### src/rtl/delay_slot_sched_pkg.sv
// Shared types and constants for the branch delay-slot sequencer.
// Optional statistics counters are enabled with REFCPU_BRANCH_STATS_EN.
package delay_slot_sched_pkg;

    localparam int unsigned ADDR_W = 32;
    localparam int unsigned STAT_W = 32;

    typedef logic [ADDR_W-1:0] addr_t;

    localparam addr_t RESET_PC = 32'hbfc0_0000;

    typedef enum logic [1:0] {
        ST_IDLE     = 2'd0,
        ST_WAIT_DS  = 2'd1,
        ST_REDIRECT = 2'd2,
        ST_ERROR    = 2'd3
    } ds_state_t;

endpackage

### src/rtl/delay_slot_sched_if.sv
// Branch/commit/flush bundle between the core control and the delay-slot sequencer.
interface delay_slot_sched_if #(
    parameter int unsigned ADDR_W = 32
);
    logic              br_valid;
    logic [ADDR_W-1:0] br_pc;
    logic [ADDR_W-1:0] br_target;
    logic              commit_valid;
    logic [ADDR_W-1:0] commit_pc;
    logic              flush;
    logic [ADDR_W-1:0] flush_pc;
    logic              redirect_valid;
    logic [ADDR_W-1:0] redirect_pc;
    logic              in_delay_slot;
    logic [ADDR_W-1:0] ds_pc;
    logic              busy;
    logic              err_nested;

    // Core side: reports branches, commits and flushes; consumes redirects.
    modport master (
        output br_valid, br_pc, br_target, commit_valid, commit_pc, flush, flush_pc,
        input  redirect_valid, redirect_pc, in_delay_slot, ds_pc, busy, err_nested
    );

    // Sequencer side.
    modport slave (
        input  br_valid, br_pc, br_target, commit_valid, commit_pc, flush, flush_pc,
        output redirect_valid, redirect_pc, in_delay_slot, ds_pc, busy, err_nested
    );
endinterface

### src/rtl/delay_slot_sched_stat.sv
// Free-running wrapping event counter, only built when REFCPU_BRANCH_STATS_EN is defined.
`ifdef REFCPU_BRANCH_STATS_EN
module ds_stat_counter
    import delay_slot_sched_pkg::*;
(
    input  logic              clk,
    input  logic              reset,
    input  logic              en,
    output logic [STAT_W-1:0] count
);

    // Count one per enabled cycle, wrapping at 2^STAT_W.
    always_ff @(posedge clk or posedge reset) begin
        if (reset) begin
            count <= '0;
        end else if (en) begin
            count <= count + STAT_W'(1);
        end
    end

endmodule
`endif

### src/rtl/delay_slot_sched.sv
// Branch delay-slot sequencer: holds a resolved branch target until the
// delay-slot instruction commits, then issues a one-cycle PC redirect.
// Flushes win over everything and redirect one cycle later; a branch inside
// a delay slot locks the block in ERROR until reset.
// Optional counters: define REFCPU_BRANCH_STATS_EN.
module delay_slot_sched #(
    parameter int unsigned            ADDR_W   = delay_slot_sched_pkg::ADDR_W,
    parameter logic [ADDR_W-1:0]      RESET_PC = ADDR_W'(delay_slot_sched_pkg::RESET_PC)
) (
    input  logic        clk,
    input  logic        reset,
`ifdef REFCPU_BRANCH_STATS_EN
    output logic [31:0] stat_branches,
    output logic [31:0] stat_flushed,
`endif
    delay_slot_sched_if.slave bus
);

    import delay_slot_sched_pkg::*;

    ds_state_t         state_q;
    ds_state_t         state_d;
    logic              accept_br;
    logic              take_flush;
    logic [ADDR_W-1:0] target_q;
    logic [ADDR_W-1:0] ds_pc_q;
    logic              flush_q;
    logic [ADDR_W-1:0] flush_pc_q;

    // State register.
    always_ff @(posedge clk or posedge reset) begin
        if (reset) begin
            state_q <= ST_IDLE;
        end else begin
            state_q <= state_d;
        end
    end

    // Next-state logic: flush first, then branch, then delay-slot commit.
    always_comb begin
        state_d    = state_q;
        accept_br  = 1'b0;
        take_flush = 1'b0;
        case (state_q)
            ST_IDLE, ST_REDIRECT: begin
                if (bus.flush) begin
                    take_flush = 1'b1;
                    state_d    = ST_IDLE;
                end else if (bus.br_valid) begin
                    accept_br = 1'b1;
                    state_d   = ST_WAIT_DS;
                end else begin
                    state_d = ST_IDLE;
                end
            end
            ST_WAIT_DS: begin
                if (bus.flush) begin
                    take_flush = 1'b1;
                    state_d    = ST_IDLE;
                end else if (bus.br_valid) begin
                    state_d = ST_ERROR;
                end else if (bus.commit_valid && (bus.commit_pc == ds_pc_q)) begin
                    state_d = ST_REDIRECT;
                end
            end
            ST_ERROR: begin
                state_d = ST_ERROR;
            end
            default: begin
                state_d = ST_IDLE;
            end
        endcase
    end

    // Branch target / delay-slot PC capture and the one-cycle flush redirect.
    always_ff @(posedge clk or posedge reset) begin
        if (reset) begin
            target_q   <= '0;
            ds_pc_q    <= '0;
            flush_q    <= 1'b0;
            flush_pc_q <= '0;
        end else begin
            flush_q <= take_flush;
            if (take_flush) begin
                flush_pc_q <= bus.flush_pc;
                target_q   <= '0;
            end else if (accept_br) begin
                target_q <= bus.br_target;
                ds_pc_q  <= bus.br_pc + ADDR_W'(4);
            end
        end
    end

    // Outputs come from registers only; flush and branch redirects never overlap.
    assign bus.redirect_valid = flush_q || (state_q == ST_REDIRECT);
    assign bus.redirect_pc    = flush_q                  ? flush_pc_q :
                                (state_q == ST_REDIRECT) ? target_q   : RESET_PC;
    assign bus.in_delay_slot  = (state_q == ST_WAIT_DS);
    assign bus.ds_pc          = ds_pc_q;
    assign bus.busy           = (state_q != ST_IDLE);
    assign bus.err_nested     = (state_q == ST_ERROR);

`ifdef REFCPU_BRANCH_STATS_EN
    logic ds_flushed;

    // A flush only discards a delay slot when one is actually pending.
    assign ds_flushed = take_flush && (state_q == ST_WAIT_DS);

    ds_stat_counter u_stat_branches (
        .clk   (clk),
        .reset (reset),
        .en    (accept_br),
        .count (stat_branches)
    );

    ds_stat_counter u_stat_flushed (
        .clk   (clk),
        .reset (reset),
        .en    (ds_flushed),
        .count (stat_flushed)
    );
`endif

endmodule

### src/flat_wrapper.sv
// flat-port wrapper written by rule: the top's interface ports become plain ports
module delay_slot_sched_flat import delay_slot_sched_pkg::*;
#(
    parameter int unsigned            ADDR_W   = delay_slot_sched_pkg::ADDR_W,
    parameter logic [ADDR_W-1:0]      RESET_PC = ADDR_W'(delay_slot_sched_pkg::RESET_PC)
)
  (clk, reset, bus_br_valid, bus_br_pc, bus_br_target, bus_commit_valid, bus_commit_pc, bus_flush, bus_flush_pc, bus_redirect_valid, bus_redirect_pc, bus_in_delay_slot, bus_ds_pc, bus_busy, bus_err_nested);
  delay_slot_sched_if #(.ADDR_W(ADDR_W)) bus_i ();
  input  logic clk;
  input  logic reset;
  input wire logic [$bits(bus_i.br_valid)-1:0] bus_br_valid;
  input wire logic [$bits(bus_i.br_pc)-1:0] bus_br_pc;
  input wire logic [$bits(bus_i.br_target)-1:0] bus_br_target;
  input wire logic [$bits(bus_i.commit_valid)-1:0] bus_commit_valid;
  input wire logic [$bits(bus_i.commit_pc)-1:0] bus_commit_pc;
  input wire logic [$bits(bus_i.flush)-1:0] bus_flush;
  input wire logic [$bits(bus_i.flush_pc)-1:0] bus_flush_pc;
  output wire logic [$bits(bus_i.redirect_valid)-1:0] bus_redirect_valid;
  output wire logic [$bits(bus_i.redirect_pc)-1:0] bus_redirect_pc;
  output wire logic [$bits(bus_i.in_delay_slot)-1:0] bus_in_delay_slot;
  output wire logic [$bits(bus_i.ds_pc)-1:0] bus_ds_pc;
  output wire logic [$bits(bus_i.busy)-1:0] bus_busy;
  output wire logic [$bits(bus_i.err_nested)-1:0] bus_err_nested;
  assign bus_i.br_valid = bus_br_valid;
  assign bus_i.br_pc = bus_br_pc;
  assign bus_i.br_target = bus_br_target;
  assign bus_i.commit_valid = bus_commit_valid;
  assign bus_i.commit_pc = bus_commit_pc;
  assign bus_i.flush = bus_flush;
  assign bus_i.flush_pc = bus_flush_pc;
  assign bus_redirect_valid = bus_i.redirect_valid;
  assign bus_redirect_pc = bus_i.redirect_pc;
  assign bus_in_delay_slot = bus_i.in_delay_slot;
  assign bus_ds_pc = bus_i.ds_pc;
  assign bus_busy = bus_i.busy;
  assign bus_err_nested = bus_i.err_nested;
  delay_slot_sched #(.ADDR_W(ADDR_W), .RESET_PC(RESET_PC)) u_core (.clk(clk), .reset(reset), .bus(bus_i));
endmodule
### config.mk
export PLATFORM = sky130hd
export DESIGN_NAME = delay_slot_sched_flat
export DESIGN_NICKNAME = d
export VERILOG_FILES = /design/src/rtl/delay_slot_sched_pkg.sv /design/src/rtl/delay_slot_sched_if.sv /design/src/rtl/delay_slot_sched_stat.sv /design/src/rtl/delay_slot_sched.sv /design/src/flat_wrapper.sv
export SDC_FILE = /design/constraint.sdc
export NUM_CORES = 1
export LEC_CHECK = 0
export BUFFER_PORTS_ARGS = -buffer_cell sky130_fd_sc_hd__buf_2
export CAP_MARGIN = 40
export CORE_ASPECT_RATIO = 0.8
export CORE_UTILIZATION = 27
export DETAILED_ROUTE_END_ITERATION = 10
export GPL_ROUTABILITY_DRIVEN = 0
export PLACE_DENSITY = 0.49
export SYNTH_ARGS = -nofsm -noshare
export SYNTH_HDL_FRONTEND = slang
export SYNTH_HIERARCHICAL = 1
export SYNTH_SLANG_ARGS = --single-unit
### constraint.sdc
create_clock -name clk -period 4.4 [get_ports clk]
set_clock_uncertainty 0.1 [all_clocks]
set_input_delay 0.88 -clock clk [delete_from_list [all_inputs] [get_ports clk]]
set_output_delay 0.88 -clock clk [all_outputs]
set_load 0.005 [all_outputs]
* Yosys cells after proc, flatten, opt, wreduce, memory -nomap -nowiden
Cells that the tools add are included.
Word-level totals: register bits 99, input bits 133, output and inout bits 68
Cells by class: $add $sub $neg 1, equality and inequality tests 5, muxes and demuxes 15, bitwise gates (word level) 1, reduce and logical (&&, ||, !) cells 8
Operators with widths (number):
- 2-to-1 mux 32 bit | 4
- adder 32 x 3 -> 32 bit, second input constant | 1
- == test 32 bit | 1
- 2-to-1 mux 2 bit | 4
- 2-to-1 mux 1 bit | 6
- case mux 2 bit (3 select lines) | 1
- == test 2 bit, second input constant | 2
- inequality test 4 x 3 -> 1 bit, second input constant | 1
- nonzero test 2 bit | 2
- OR reduction 3 bit | 1
- == test 2 x 1 -> 1 bit, second input constant | 1
- zero test 2 bit | 1
- AND reduction 2 bit | 1
- OR reduction 2 bit | 1
- logical AND 1 bit | 1
- logical OR 1 bit | 1
- NOT 1 bit | 1

* Logic depth before layout (Yosys ltp)
depth after elaboration 6, depth in mapped cells 7

* Worst setup path after synthesis
No wires, ideal clock.
path kind reg2out, start point register u_core.flush_q, end point output port bus_redirect_pc[10], data arrival time 1.203 ns, data required time 3.420 ns, path slack 2.217 ns, stages on the path, launching flop included 5, buffers on the path 2, cells stage by stage dfrtp_1 clkbuf_1 a21oi_1 clkbuf_1 nor2_1
On the way: cells in the longest elaborated chain, start to end 1
RTL lines:
- from (decl) | line delay_slot_sched.sv:27 | logic flush_q;
- from (signal assigned) | line delay_slot_sched.sv:83 | flush_q <= take_flush;
- 2-to-1 mux 32 bit | line delay_slot_sched.sv:96 | assign bus.redirect_pc = flush_q ? flush_pc_q :
- to (decl) | line flat_wrapper.sv:19 | output wire logic [$bits(bus_i.redirect_pc)-1:0] bus_redirect_pc;
No other way between the ends.

* Final worst setup path
start point register u_core.state_q[0], end point output port bus_redirect_pc[23]
On the way: cells in the longest elaborated chain, start to end 3
RTL lines:
- from (decl) | line delay_slot_sched.sv:21 | ds_state_t state_q;
- from (signal assigned) | line delay_slot_sched.sv:35 | state_q <= state_d;
- == test 2 bit | line delay_slot_sched.sv:97 | (state_q == ST_REDIRECT) ? target_q : RESET_PC;
- 2-to-1 mux 32 bit | line delay_slot_sched.sv:97
- 2-to-1 mux 32 bit | line delay_slot_sched.sv:96
No other way between the ends.

==> flow_summary.ini <==
[run_status]
status = finished, final reports clean

[routing]
wire_per_inst_um = 15.8
routed_wl_um = 13800
drtIter0Drc = 171
vias_per_cell = 4.59
dr.pass1.iters = 5
route.met3.wl_um = 716
antenna_left = 0
drc = 0
top_layer = met4
wl_met2_um = 6610
vias = 4019
wl_met1_um = 6330

[synth]
avgSynthCellArea_um2 = 10.9
yosysUniqueCellTypes = 34
netlist_area_um2 = 4970
postSynthCellCount = 454
synth-seq-cells = 99
synthAdderAreaFrac_pct = 0.252
synth_mux_area_share_pct = 14.4
yosysWarnings = 6
synth_xor_area_share_pct = 10.6
syn_nets = 588
synth_top_family_by_area = multiplexers
synth_seq_area_share_pct = 49.9
synth-compound-area-share_pct = 9.24
synth_simple_gate_area_share_pct = 12.6

[floorplan]
dieWidth_um = 154
coreArea_um2 = 17600
ios = 201
die_h_um = 123
die_area_um2 = 19000
rows = 43
start_util_pct = 28.2

[grt]
track_usage_pct = 14.8
antenna_found_initial = 0
grt_pass1_wl_um = 21500
overflow = 0
grt_max_degree = 70
grt_pass1_vias = 4067

[clock_tree]
post-cts-setup-buffers = 0
cts_sinks = 99
clockBufferDepth = 2
path_clk_slew_ns = 0.07
clock_latency_ns = 0.35
holdBufCountCts = 0
cts-root-buf = clkbuf_16
tritoncts = built
cts-htree-levels = 3
cts_buffers = 9
post_cts_resized = 0

[hold_path]
hold_class = flop to flop
hold_start = u_core/flush_pc_q[0]
min_path_cells = 1

[final_layout]
drive_gt1_share_pct = 37.3
instances_no_fill = 876
syn_to_final_growth_pct = 31.2
n_antenna_cell = 0
fillCellCount = 1774
fin_nets = 780
finish.utilization_pct = 36.9

[sta]
fin_crit_sh_pct = 69.1
worst_slew_pin_slew_ns = 0.805
maxSlewViolCount = 0
rsz0062_at_grt = no
setup_viol = 0
slew_headroom_pct = 46.1
fmax_ghz = 0.329
final.setup.tns_ns = 0
min_period_ns = 3.04
hold_viol_final = 0

[setup_path]
cp_data_arrival_time_ns = 2.06
startpoint_type = flop
endpoint_kind = output port
crit_required_ns = 3.42
rr_startpoint = u_core/state_q[0]
crit_start = u_core/state_q[0]
critPathKind = flop to output port
r2r_cells = 4
cp_max_fo = 13

[power_and_ir_drop]
p_leak_nw = 3.06
cellPowerDensity_nw_per_um2 = 372
p_total_mw = 2.42
ir_drop_mv = 0.158

[job]
drv_cap = 0

[placement]
placed_cells = 860
place_hpwl_um = 10400
portBuffers = 200
-- flip-flops by register name (all words and copies together), names as in the netlist --
register and count:
u_core/target_q 32, u_core/state_q 2, u_core/flush_pc_q 32, u_core/flush_q 1, u_core/bus.ds_pc 32
-- cells in the mapped netlist (all sizes together) --
cell | n | area [um^2]
nor2 | 62 | 235
o31ai | 1 | 7.51
nand3 | 18 | 95.1
o31a | 1 | 8.76
mux2i | 32 | 320
or2 | 1 | 6.26
clkbuf | 5 | 18.8
and2 | 3 | 18.8
nand4 | 18 | 113
a22o | 32 | 280
and4 | 1 | 8.76
nor4 | 3 | 25.0
nor2b | 2 | 12.5
dfrtp | 99 | 2480
ha | 1 | 12.5
and3 | 4 | 25.0
nand2 | 16 | 60.1
inv | 3 | 11.3
nor3 | 3 | 26.3
mux2 | 35 | 394
xnor2 | 34 | 298
a21oi | 30 | 158
xor2 | 26 | 228
o21ai | 1 | 5.00
buf | 23 | 124
-- stage by stage --
| step | instance area (um^2) | hold slack, ns | worst slack (ns) |
|---|---|---|---|
| final | 6520 | 0.387 | 1.36 |
| after CTS | 6520 | 0.392 | 1.31 |
| after detailed placement | 6210 | 0.375 | 1.57 |
| after global placement | 6180 | 0.368 | 1.62 |
| after floorplan | 4970 | 0.358 | 0.830 |
| after global routing | 6520 | 0.400 | 1.22 |
-- critical path, stage by stage, from the launching register on --
cell     delay (ns)
dfrtp_1        0.42
inv_2          0.08
a21oi_2        0.57
buf_4          0.32
inv_2          0.12
nand2_1        0.09
buf_2          0.11
-- power breakdown --
part | leakage, nW | internal [mW] | total, mW | switching, mW
sequential | 1.19 | 1.02 | 1.11 | 0.0880
combinational | 1.72 | 0.253 | 0.494 | 0.241
clock | 0.146 | 0.462 | 0.820 | 0.358
total | 3.06 | 1.73 | 2.42 | 0.687
-- worst paths after layout --
check / to / slack, ns
max: bus_redirect_pc[23] / 1.36
min: u_core/flush_pc_q[0] / 0.39
max reg2reg: u_core/bus.ds_pc[1] / 2.24
min reg2reg: u_core/flush_pc_q[0] / 0.39
max in group asynchronous: u_core/target_q[16] / 2.94
min in group asynchronous: u_core/flush_pc_q[8] / 0.45
-- per-layer routing --
metal,vias to the layer above,GRT usage (%)
li1,1971,-
met1,1924,19.5
met2,113,24.2
met3,11,3.26
met4,0,5.00
met5,-,0
-- final cells by class --
class / instances / area (um^2) / area share, %
multi-input cells: 324 / 2350 / 36.1
well taps: 225 / 282 / 4.32
repair buffers: 209 / 1080 / 16.6
clock buffers: 10 / 239 / 3.67
clock inverters: 6 / 71.3 / 1.09
flip-flops and latches: 99 / 2480 / 38.0
inverters: 3 / 13.8 / 0.211
-- cells in the final DEF, fill, tap and decap left out, types with 2 or more instances in the layout --
master / n
xor2_1: 26
mux2_2: 4
nor3_1: 2
mux2i_1: 32
clkinvlp_4: 2
inv_2: 2
inv_6: 2
buf_2: 200
and3_1: 4
a21oi_1: 27
nor4_1: 2
nand2_1: 16
a21oi_2: 3
nand4_1: 18
and2_1: 2
nand3_1: 17
dfrtp_1: 98
xnor2_1: 34
buf_4: 8
mux2_1: 31
a22o_1: 32
clkbuf_16: 9
nor2_1: 61
-- cells by family after synthesis --
| kind of cell | count (synthesis) |
|---|---|
| muxes | 67 |
| buffers and inverters | 31 |
| DFF | 99 |
| adders and majority gates | 1 |
| xor gates and xnor gates | 60 |
| and+or+nand+nor | 131 |
| AOI/OAI and AO/OA | 65 |
Power figures use the tool's default switching activity.
